`config.mk`:
```
export PLATFORM = sky130hd
export DESIGN_NAME = fetch_ctrl
export DESIGN_NICKNAME = d
export VERILOG_FILES = /design/src/rtl/fetch_pkg.sv /design/src/rtl/fetch_out_buf.sv /design/src/rtl/fetch_ctrl.sv
export SDC_FILE = /design/constraint.sdc
export NUM_CORES = 1
export LEC_CHECK = 0
export ABC_AREA = 1
export ABC_CLOCK_PERIOD_IN_PS = 1900
export CAP_MARGIN = 25
export CORE_UTILIZATION = 35
export DETAILED_ROUTE_END_ITERATION = 7
export DONT_BUFFER_PORTS = 1
export PLACE_DENSITY = 0.5
export SETUP_SLACK_MARGIN = 0.3
export SLEW_MARGIN = 20
export SYNTH_ARGS = -nofsm -noshare
export SYNTH_HDL_FRONTEND = slang
export SYNTH_SLANG_ARGS = --single-unit
```
`constraint.sdc`:
```
create_clock -name clk -period 1.9 [get_ports clk]
set_input_delay 0.38 -clock clk [delete_from_list [all_inputs] [get_ports clk]]
set_output_delay 0.38 -clock clk [all_outputs]
set_load 0.05 [all_outputs]
```
`src/rtl/fetch_pkg.sv`:
```
// Shared state encoding and constants for the fetch controller and its output buffer.
package fetch_pkg;

  typedef enum logic [2:0] {
    REQ,
    WAIT,
    DROP,
    HOLD,
    IDLE
  } fetch_state_t;

  localparam logic [31:0] NOP_INSTR = 32'h0000_0013;
  localparam logic [31:0] PC_STEP   = 32'd4;

endpackage

```
`src/rtl/fetch_out_buf.sv`:
```
// IF/ID output register plus a one-entry skid that parks a response arriving while decode stalls.
module fetch_out_buf
  import fetch_pkg::*;
(
  input  logic        clk,
  input  logic        rst,
  input  logic        clear_i,
  input  logic        consume_i,
  input  logic        load_i,
  input  logic [31:0] load_instr_i,
  input  logic [31:0] load_pc_i,
  input  logic        load_fault_i,
  input  logic        skid_wr_i,
  input  logic [31:0] skid_instr_i,
  input  logic [31:0] skid_pc_i,
  input  logic        skid_pop_i,
  output logic        valid_o,
  output logic [31:0] instr_o,
  output logic [31:0] pc_o,
  output logic        fault_o,
  output logic        skid_valid_o
);

  logic        valid_q, valid_d;
  logic [31:0] instr_q, instr_d;
  logic [31:0] pc_q, pc_d;
  logic        fault_q, fault_d;
  logic        skv_q, skv_d;
  logic [31:0] ski_q, ski_d;
  logic [31:0] skp_q, skp_d;

  always_comb begin
    valid_d = valid_q;
    instr_d = instr_q;
    pc_d    = pc_q;
    fault_d = fault_q;
    skv_d   = skv_q;
    ski_d   = ski_q;
    skp_d   = skp_q;

    if (consume_i || clear_i) begin
      valid_d = 1'b0;
      fault_d = 1'b0;
    end
    if (clear_i) begin
      skv_d = 1'b0;
    end

    // A fresh load (including the fault NOP on a flush) wins over draining the skid.
    if (load_i) begin
      valid_d = 1'b1;
      instr_d = load_instr_i;
      pc_d    = load_pc_i;
      fault_d = load_fault_i;
    end else if (skid_pop_i && skv_q) begin
      valid_d = 1'b1;
      instr_d = ski_q;
      pc_d    = skp_q;
      fault_d = 1'b0;
      skv_d   = 1'b0;
    end

    if (skid_wr_i) begin
      skv_d = 1'b1;
      ski_d = skid_instr_i;
      skp_d = skid_pc_i;
    end
  end

  always_ff @(posedge clk or negedge rst) begin
    if (!rst) begin
      valid_q <= 1'b0;
      instr_q <= 32'h0;
      pc_q    <= 32'h0;
      fault_q <= 1'b0;
      skv_q   <= 1'b0;
      ski_q   <= 32'h0;
      skp_q   <= 32'h0;
    end else begin
      valid_q <= valid_d;
      instr_q <= instr_d;
      pc_q    <= pc_d;
      fault_q <= fault_d;
      skv_q   <= skv_d;
      ski_q   <= ski_d;
      skp_q   <= skp_d;
    end
  end

  assign valid_o      = valid_q;
  assign instr_o      = instr_q;
  assign pc_o         = pc_q;
  assign fault_o      = fault_q;
  assign skid_valid_o = skv_q;

endmodule

```
`src/rtl/fetch_ctrl.sv`:
```
// Fetch sequencer: PC register, single-outstanding imem req/gnt/rvalid handshake, stall and redirect handling.
// Optional misaligned-redirect trap enabled by defining FETCH_MISALIGN_CHK_EN.
module fetch_ctrl
  import fetch_pkg::*;
#(
  parameter logic [31:0] RESET_PC = 32'h0000_0000
) (
  input  logic        clk,
  input  logic        rst,
  input  logic        stall_i,
  input  logic        redirect_valid,
  input  logic [31:0] redirect_pc,
  output logic        imem_req,
  output logic [31:0] imem_addr,
  input  logic        imem_gnt,
  input  logic        imem_rvalid,
  input  logic [31:0] imem_rdata,
  output logic        if_valid,
  output logic [31:0] if_instr,
  output logic [31:0] if_pc,
  output logic        if_fault
);

  fetch_state_t state_q, state_d;
  logic [31:0]  pc_q, pc_d;
  logic         fault_pend_q, fault_pend_d;

  logic [31:0]  redir_tgt;
  logic         redir_misalign;
  logic [31:0]  pc_inc;
  logic         slot_free;
  fetch_state_t resume_st;

  logic         req;
  logic         buf_clear;
  logic         buf_load;
  logic [31:0]  load_instr;
  logic [31:0]  load_pc;
  logic         load_fault;
  logic         skid_wr;
  logic         skid_pop;
  logic         skid_valid;

`ifdef FETCH_MISALIGN_CHK_EN
  assign redir_tgt      = redirect_pc;
  assign redir_misalign = redirect_valid && (redirect_pc[1:0] != 2'b00);
`else
  assign redir_tgt      = redirect_pc & ~32'h3;
  assign redir_misalign = 1'b0;
`endif

  assign pc_inc    = pc_q + PC_STEP;
  assign slot_free = !if_valid || !stall_i;
  assign resume_st = redir_misalign ? IDLE : REQ;

  always_comb begin
    state_d      = state_q;
    pc_d         = pc_q;
    fault_pend_d = fault_pend_q;
    req          = (state_q == REQ);
    buf_clear    = 1'b0;
    buf_load     = 1'b0;
    load_instr   = imem_rdata;
    load_pc      = pc_q;
    load_fault   = 1'b0;
    skid_wr      = 1'b0;
    skid_pop     = 1'b0;

    if (redirect_valid) begin
      pc_d         = redir_tgt;
      buf_clear    = 1'b1;
      fault_pend_d = redir_misalign;
      if (redir_misalign) begin
        buf_load   = 1'b1;
        load_instr = NOP_INSTR;
        load_pc    = redir_tgt;
        load_fault = 1'b1;
      end
      // A granted or still-pending request leaves a response in flight that must be drained.
      case (state_q)
        REQ:     state_d = imem_gnt ? DROP : resume_st;
        WAIT:    state_d = imem_rvalid ? resume_st : DROP;
        DROP:    state_d = imem_rvalid ? resume_st : DROP;
        default: state_d = resume_st;
      endcase
    end else begin
      case (state_q)
        REQ: begin
          if (imem_gnt) state_d = WAIT;
        end
        WAIT: begin
          if (imem_rvalid) begin
            pc_d = pc_inc;
            if (slot_free) begin
              buf_load = 1'b1;
              state_d  = REQ;
            end else begin
              skid_wr = 1'b1;
              state_d = HOLD;
            end
          end
        end
        HOLD: begin
          if (!stall_i) begin
            skid_pop = 1'b1;
            state_d  = REQ;
          end
        end
        DROP: begin
          if (imem_rvalid) begin
            state_d      = fault_pend_q ? IDLE : REQ;
            fault_pend_d = 1'b0;
          end
        end
        IDLE:    state_d = IDLE;
        default: state_d = REQ;
      endcase
    end
  end

  always_ff @(posedge clk or negedge rst) begin
    if (!rst) begin
      state_q      <= REQ;
      pc_q         <= RESET_PC;
      fault_pend_q <= 1'b0;
    end else begin
      state_q      <= state_d;
      pc_q         <= pc_d;
      fault_pend_q <= fault_pend_d;
    end
  end

  // The reset state is REQ, so the request is masked while reset is held.
  assign imem_req  = req && rst;
  assign imem_addr = pc_q;

  fetch_out_buf u_out_buf (
    .clk          (clk),
    .rst          (rst),
    .clear_i      (buf_clear),
    .consume_i    (!stall_i),
    .load_i       (buf_load),
    .load_instr_i (load_instr),
    .load_pc_i    (load_pc),
    .load_fault_i (load_fault),
    .skid_wr_i    (skid_wr),
    .skid_instr_i (imem_rdata),
    .skid_pc_i    (pc_q),
    .skid_pop_i   (skid_pop),
    .valid_o      (if_valid),
    .instr_o      (if_instr),
    .pc_o         (if_pc),
    .fault_o      (if_fault),
    .skid_valid_o (skid_valid)
  );

`ifndef SYNTHESIS
  rvalid_in_window: assert property (@(posedge clk) disable iff (!rst)
    imem_rvalid |-> (state_q == WAIT || state_q == DROP));

  addr_stable_until_gnt: assert property (@(posedge clk) disable iff (!rst)
    (imem_req && !imem_gnt && !redirect_valid) |=> (imem_req && $stable(imem_addr)));

  skid_only_in_hold: assert property (@(posedge clk) disable iff (!rst)
    skid_valid |-> (state_q == HOLD));
`endif

endmodule
```
# Word level (Yosys, flattened, before mapping)

Index checks and enable logic that the tools add are counted.

Add/subtract/negate cells: 1
Multiplexer cells: 42
Reduce and logical (&&, ||, !) cells: 16
Equality and inequality tests: 8

Operator list:

| operator                                                        | number |
|---|---|
| 32-bit 2-to-1 mux                                               | 7 |
| 32-bit by 3-bit adder with 32-bit output, second input constant | 1 |
| 1-bit 2-to-1 mux                                                | 24 |
| 3-bit 2-to-1 mux                                                | 6 |
| 3-bit case mux with 5 select lines                              | 1 |
| 3-bit inequality test, second input constant                    | 4 |
| 2-bit nonzero test                                              | 4 |
| 3-bit by 2-bit == test with 1-bit output, second input constant | 2 |
| 2-bit 2-to-1 mux                                                | 3 |
| 2-bit case mux with 2 select lines                              | 1 |
| 2-bit AND reduction                                             | 2 |
| 4-bit AND reduction                                             | 1 |
| 3-bit by 1-bit == test with 1-bit output, second input constant | 1 |
| 3-bit == test, second input constant                            | 1 |
| 3-bit zero test                                                 | 1 |
| 3-bit nonzero test                                              | 1 |
| 1-bit logical AND                                               | 2 |
| 1-bit zero test                                                 | 2 |
| 1-bit logical OR                                                | 2 |
| 2-bit OR reduction                                              | 1 |

Output and inout bits: 99
Register bits: 167

# Logic depth before layout (Yosys ltp)

Gate-level depths: netlist of run 1.

Depth in word-level cells: 8
Mapped depth: 10

# Modules after synthesis

Synthesis of run 1 repeated with hierarchy kept, for this count alone.

Cell total of the unflattened synthesis: 1147
Area total of the unflattened synthesis: 8205.4 um2

By module, submodules not included:

| module        | sequential area each (um2) | times used | area each (um2) | cells each |
|---|---|---|---|---|
| fetch_out_buf | 3278.1                     | 1          | 5738.0          | 764 |
| fetch_ctrl    | 825.8                      | 1          | 2467.4          | 383 |

# Least setup slack after synthesis of run 1

No wires, ideal clock.

Path kind: register -> register
Start: register pc_q[3] (netlist: imem_addr[3])
End: register pc_q[28] (netlist: imem_addr[28])
Data arrival time: 1.774 ns
Period minus slack after synthesis: 1.899 ns
Path slack: 0.001 ns
Stages on the path, launching flop included: 9
Buffers on the path: 0
Setup time: 0.126 ns
Data required time: 1.774 ns
Path through: dfrtp_1 ha_1 nand2_1 nor2_1 nand2_1 nor2_1 nand3_1 nand3_1 nand3_1

Cells in the longest elaborated chain, start to end: 4

RTL lines:

| item                                     | RTL line          | text |
|---|---|---|
| start, declared                          | fetch_ctrl.sv:25  | `logic [31:0] pc_q, pc_d;` |
| start signal, assigned                   | fetch_ctrl.sv:128 | `pc_q <= pc_d;` |
| 32-bit by 3-bit adder with 32-bit output | fetch_ctrl.sv:52  | `assign pc_inc = pc_q + PC_STEP;` |
| 32-bit 2-to-1 mux                        | fetch_ctrl.sv:92  | `if (imem_rvalid) begin` |
| 32-bit 2-to-1 mux                        | fetch_ctrl.sv:87  | `case (state_q)` |
| 32-bit 2-to-1 mux                        | fetch_ctrl.sv:69  | `if (redirect_valid) begin` |

Every way passes these cells. The select of a mux whose other input is x is not followed.
A chain may end at the register's enable or synchronous reset.

# Final worst setup path of run 1

Start: register state_q[2]
End: output imem_req

Cells in the longest elaborated chain, start to end: 2

RTL lines:

| item                   | RTL line          | text |
|---|---|---|
| start, declared        | fetch_ctrl.sv:24  | `fetch_state_t state_q, state_d;` |
| start signal, assigned | fetch_ctrl.sv:127 | `state_q <= state_d;` |
| 3-bit zero test        | fetch_ctrl.sv:60  | `req = (state_q == REQ);` |
| 1-bit logical AND      | fetch_ctrl.sv:134 | `assign imem_req = req && rst;` |
| end, declared          | fetch_ctrl.sv:13  | `output logic imem_req,` |

Every way passes these cells.

==> results of run 1 <==
[critical path, stage by stage, from the launching register on]
cell	delay, ns
dfrtp_1	0.39
inv_2	0.12
nand3_4	0.10
nor2_4	0.10
buf_8	0.15
[final timing paths]
check	to	slack, ns	depth (start not counted)
max	imem_req	0.25	4
max reg2reg	u_out_buf.pc_o[7]	0.34	9
min	u_out_buf.instr_o[23]	-0.34	0
min reg2reg	u_out_buf.ski_q[8]	0.48	2
min in group clk	state_q[2]	0.04	1
max in group asynchronous	u_out_buf.valid_o	2.04	0
[kinds of logic after synthesis]
group,count (synthesis),synth area share (%)
adder cells (fa/ha/maj),1,0.1696
flip-flops,159,53.93
AO/OA/AOI/OAI,57,4.205
XOR/XNOR,9,1.068
other,1,0.05082
AND/OR/NAND/NOR,639,35.12
buffers and inverters,97,5.460
[power by group]
part / total, uW / switching [uW] / internal [uW]
Combinational: 2780 / 1750 / 1030
Sequential: 7480 / 3090 / 4390
Clock: 3510 / 1510 / 2010
[layer usage]
layer  wire length [um]  up-vias
li1                   -     3112
met1               9874     2930
met2              10050      174
met3               1309       22
met4                340        0
met5                  0        -
[registers in the layout, summed over array words and instances (netlist names)]
register                count
state_q                     3
u_out_buf.instr_o          32
u_out_buf.pc_o             30
u_out_buf.ski_q            32
imem_addr                  30
u_out_buf.skp_q            30
u_out_buf.skid_valid_o      1
u_out_buf.valid_o           1
[stage by stage]
| stage | worst slack (ns) | std cells | util [%] |
|---|---|---|---|
| floorplan | 0.3065 | 967 | - |
| global placement | 0.2148 | 1249 | 39.53 |
| detailed placement | 0.1838 | 1249 | 39.53 |
| CTS | 0.2172 | 1288 | 42.93 |
| global route | 0.1893 | 1292 | 43.61 |
| finish | 0.2537 | 1292 | 43.61 |
[cell type report]
type	count	area (um^2)
sequential	159	3998
multi-input combinational	711	3139
fill	2084	11520
clock inverter	13	155.1
clock buffer	19	442.9
tap	270	337.8
inverter	52	196.4
timing repair buffer	68	639.4
[cell usage in the layout, fill, tap and decap left out, types with 11 or more instances in the layout]
cell type  count
o21ai_0       39
dfrtp_2       15
clkbuf_16     18
nand3_1      104
nor2_4        11
nand2_1      462
nor2_1        43
inv_1         44
buf_4         53
dfrtp_1      144
[timing repair]
action / CTS / global route
setup endpoints to repair: 82 / 122
gates cloned: 0 / 1
pin swaps: 2 / 5
buffers inserted: 7 / 3
endpoints found under the hold margin: 159 / 159
resized for setup: 14 / 25
==> flow_summary.json, run 1 <==
{
  "status": "finished with violations",
  "violations": "negative hold slack",
  "first_global_vias": 6284,
  "synth-seq-area-share_pct": 53.93,
  "drive_above_1_share_pct": 14.19,
  "synth_area_leaders": "dfrtp_1 54%, nand2_1 24%, nand3_1 7.3%",
  "finish.instance_area_um2": 8909,
  "synth_cells": 963,
  "yosysWarnings": 0,
  "power_density_nw_per_um2": 1546,
  "crit_arrival_ns": 1.27,
  "drt-initial-drc-count": 334,
  "clk_pin_slew_ns": 0.06,
  "yosys-top-cells-count": "465 x nand2_1, 159 x dfrtp_1, 107 x nand3_1",
  "drtAntennaViolNets": 0,
  "cts_tree": "yes",
  "place_area_um2": 8077,
  "grt_use_met2_pct": 33.66,
  "met3_usage_pct": 5.186,
  "hold_viol": 159,
  "fin_setup_tns_ns": 0,
  "vias": 6238,
  "finalCritPeriodShare_pct": 86.65,
  "synth_top_area_share_pct": 53.93,
  "start_util_pct": 36.12,
  "viasPerCell": 4.828,
  "cap_violations": 0,
  "drc": 0,
  "yosys.area.top_type": "dfrtp_1",
  "clockBufferDepth": 2,
  "grt_busiest_layer": "met2",
  "synth_edf_count": 0,
  "crit_start": "state_q[2]",
  "power.total_uw": 13770,
  "synth-main-ff-cell": "dfrtp_1",
  "crit_path_end_kind": "output pin",
  "grt_max_degree": 161,
  "avgSynthCellArea_um2": 7.662,
  "slew_headroom_pct": 57.59,
  "ys_types": 29,
  "dieHeight_um": 147.2,
  "antenna_cells": 0,
  "h-tree-depth": 4,
  "cts.sinks": 159,
  "io_buffers": 0,
  "grtUsageMet1_pct": 27.71,
  "cp-start-kind": "flip-flop",
  "dieArea_um2": 21660,
  "die_width_um": 147.2,
  "grt_setup_unrepaired": "yes",
  "max-vdd-ir-drop_mv": 0.6068,
  "dr.pass1.iters": 5,
  "crit_type": "reg2out",
  "skew_ns": 0.01335,
  "synthArstFlopShare_pct": 100.0,
  "io_pins": 169,
  "row_count": 52,
  "max_freq_mhz": 607.4,
  "p_leak_uw": 0.004387,
  "syn_to_final_growth_pct": 20.74,
  "tightest_slew_ns": 0.6362,
  "core_area_um2": 20430,
  "ys_seq_elements": 159,
  "hpwl_mm": 14.65,
  "cts_buffers": 17,
  "hold_ws_ns": -0.3410,
  "fin_nets": 1080,
  "r2r_start": "state_q[1]",
  "final-setup-viol-count": 0,
  "antenna_found_initial": 0,
  "netlist_area_um2": 7378,
  "gr-total-overflow": 0,
  "grtUsageTotal_pct": 20.89,
  "path_max_fanout": 5,
  "cp.required_ns": 1.52,
  "yosysMostFrequentCell": "nand2_1",
  "grt_pass1_wl_mm": 34.98,
  "clock_latency_ns": 0.42,
  "root_buffer": "clkbuf_16",
  "gp_congestion": 0.8593,
  "drv_slew": 0,
  "drt_wl_total_mm": 21.57,
  "min_path_type": "in2async",
  "wl_per_cell_um": 16.70,
  "period_needed_ns": 1.646
}
Power figures use the tool's default switching activity.
==> inputs of run 2 (changes only) <==
- SKIP_CTS_REPAIR_TIMING: not set -> 1
==> run 2 against run 1 <==
The flow still finishes with violations (negative hold slack). Via count decreased by 0.29%. Flip-flop and latch count unchanged. Largest power group unchanged. Clock power about the same. Combinational power decreased by 2%. Power decreased by 0.33%. Cell count decreased by 0.23%.
==> flow_summary.json, run 2 (same netlist as run 1, synthesis figures left out) <==
{
  "status": "finished with violations",
  "violations": "negative hold slack",
  "hpwl_mm": 14.65,
  "grt_pass1_wl_mm": 34.82,
  "slew_headroom_pct": 57.47,
  "start_util_pct": 36.12,
  "final-setup-viol-count": 0,
  "dieHeight_um": 147.2,
  "drt-initial-drc-count": 311,
  "row_count": 52,
  "reg2reg_to": "u_out_buf.pc_o[7]",
  "syn_to_final_growth_pct": 20.47,
  "cap_violations": 0,
  "antenna_cells": 0,
  "root_buffer": "clkbuf_16",
  "first_global_vias": 6238,
  "grt_setup_unrepaired": "yes",
  "core_area_um2": 20430,
  "dr.pass1.iters": 6,
  "h-tree-depth": 4,
  "cp-start-kind": "flip-flop",
  "worstRegToRegCells": 9,
  "layout_commonest_cell": "nand2_1",
  "viasPerCell": 4.825,
  "max_freq_mhz": 597.2,
  "power_density_nw_per_um2": 1544,
  "grtUsageTotal_pct": 20.82,
  "clk_pin_slew_ns": 0.07,
  "period_needed_ns": 1.675,
  "place_area_um2": 8077,
  "skew_ns": 0.01485,
  "finish.instance_area_um2": 8889,
  "dieArea_um2": 21660,
  "p_leak_uw": 0.004369,
  "fin_nets": 1077,
  "cts_buffers": 17,
  "io_buffers": 0,
  "drive_above_1_share_pct": 14.03,
  "cts_tree": "yes",
  "drv_slew": 0,
  "path_max_fanout": 4,
  "crit_path_end_kind": "output pin",
  "wl_per_cell_um": 16.69,
  "gr-total-overflow": 0,
  "r2r_start": "state_q[1]",
  "clockBufferDepth": 2,
  "drtAntennaViolNets": 0,
  "max-vdd-ir-drop_mv": 0.6088,
  "hold_ws_ns": -0.3422,
  "crit_type": "reg2out",
  "drc": 0,
  "drt_wl_total_mm": 21.52,
  "final_cell_mix": "462 x nand2_1, 144 x dfrtp_1, 104 x nand3_1",
  "io_pins": 169,
  "cts.sinks": 159,
  "vias": 6220,
  "die_width_um": 147.2,
  "grt_max_degree": 161,
  "min_path_type": "in2async",
  "fin_setup_tns_ns": 0,
  "antenna_found_initial": 0,
  "crit_arrival_ns": 1.29,
  "reg2reg_slack_ns": 0.31,
  "hold_viol": 159,
  "gp_congestion": 0.8593,
  "tightest_slew_ns": 0.6380,
  "cp.required_ns": 1.52,
  "clock_latency_ns": 0.43,
  "finalCritPeriodShare_pct": 88.13
}
## run 2: how the worst max path moves through the flow
| stage | startpoint | to | cells after the start |
|---|---|---|---|
| 2_1_floorplan | imem_addr[19] | imem_addr[29] | 7 |
| 3_3_place_gp | state_q[1] | u_out_buf.instr_o[31] | 9 |
| 3_5_place_dp | state_q[1] | u_out_buf.pc_o[7] | 9 |
| 4_1_cts | state_q[2] | imem_req | 4 |
| 5_1_grt | state_q[0] | imem_req | 4 |
| 6_report | state_q[0] | imem_req | 4 |
## run 2: cell type report
type                    instances  area, um^2
fillers                      2077       11540
flip-flops and latches        159        3998
multi-input cells             711        3144
repair buffers                 65       615.6
clock buffers                  19       442.9
well taps                     270       337.8
inverters                      52       195.2
clock inverters                13       155.1
## run 2: through the flow
step | power, uW | worst slack, ns | util [%] | instances
after detailed placement | 10170 | 0.1838 | 39.53 | 1249
after CTS | 13710 | 0.07235 | 42.46 | 1281
final | 13730 | 0.2254 | 43.51 | 1289
after floorplan | 9222 | 0.3065 | - | 967
after global routing | 14490 | 0.1651 | 43.51 | 1289
after global placement | 10100 | 0.2148 | 39.53 | 1249
## run 2: power by group
part	switching (uW)	total (uW)	internal [uW]
combinational	1730	2730	992
sequential	3100	7490	4390
clock	1510	3520	2010
total	6350	13700	7380
## run 2: critical path, cell delays in order (launching register included)
cell and delay, ns:
dfrtp_1 0.42, inv_2 0.10, nand3_4 0.11, nor2_4 0.09, buf_6 0.16
## run 2: routing by layer
metal / GRT usage [%] / routed length [um] / vias up / part of all wire [%]
met2: 33.30 / 10120 / 164 / 47
li1: - / - / 3106 / -
met1: 27.79 / 9880 / 2931 / 46
met3: 5.186 / 1209 / 19 / 5.6
met5: 0 / 0 / - / 0
met4: 6.134 / 304 / 0 / 1.4
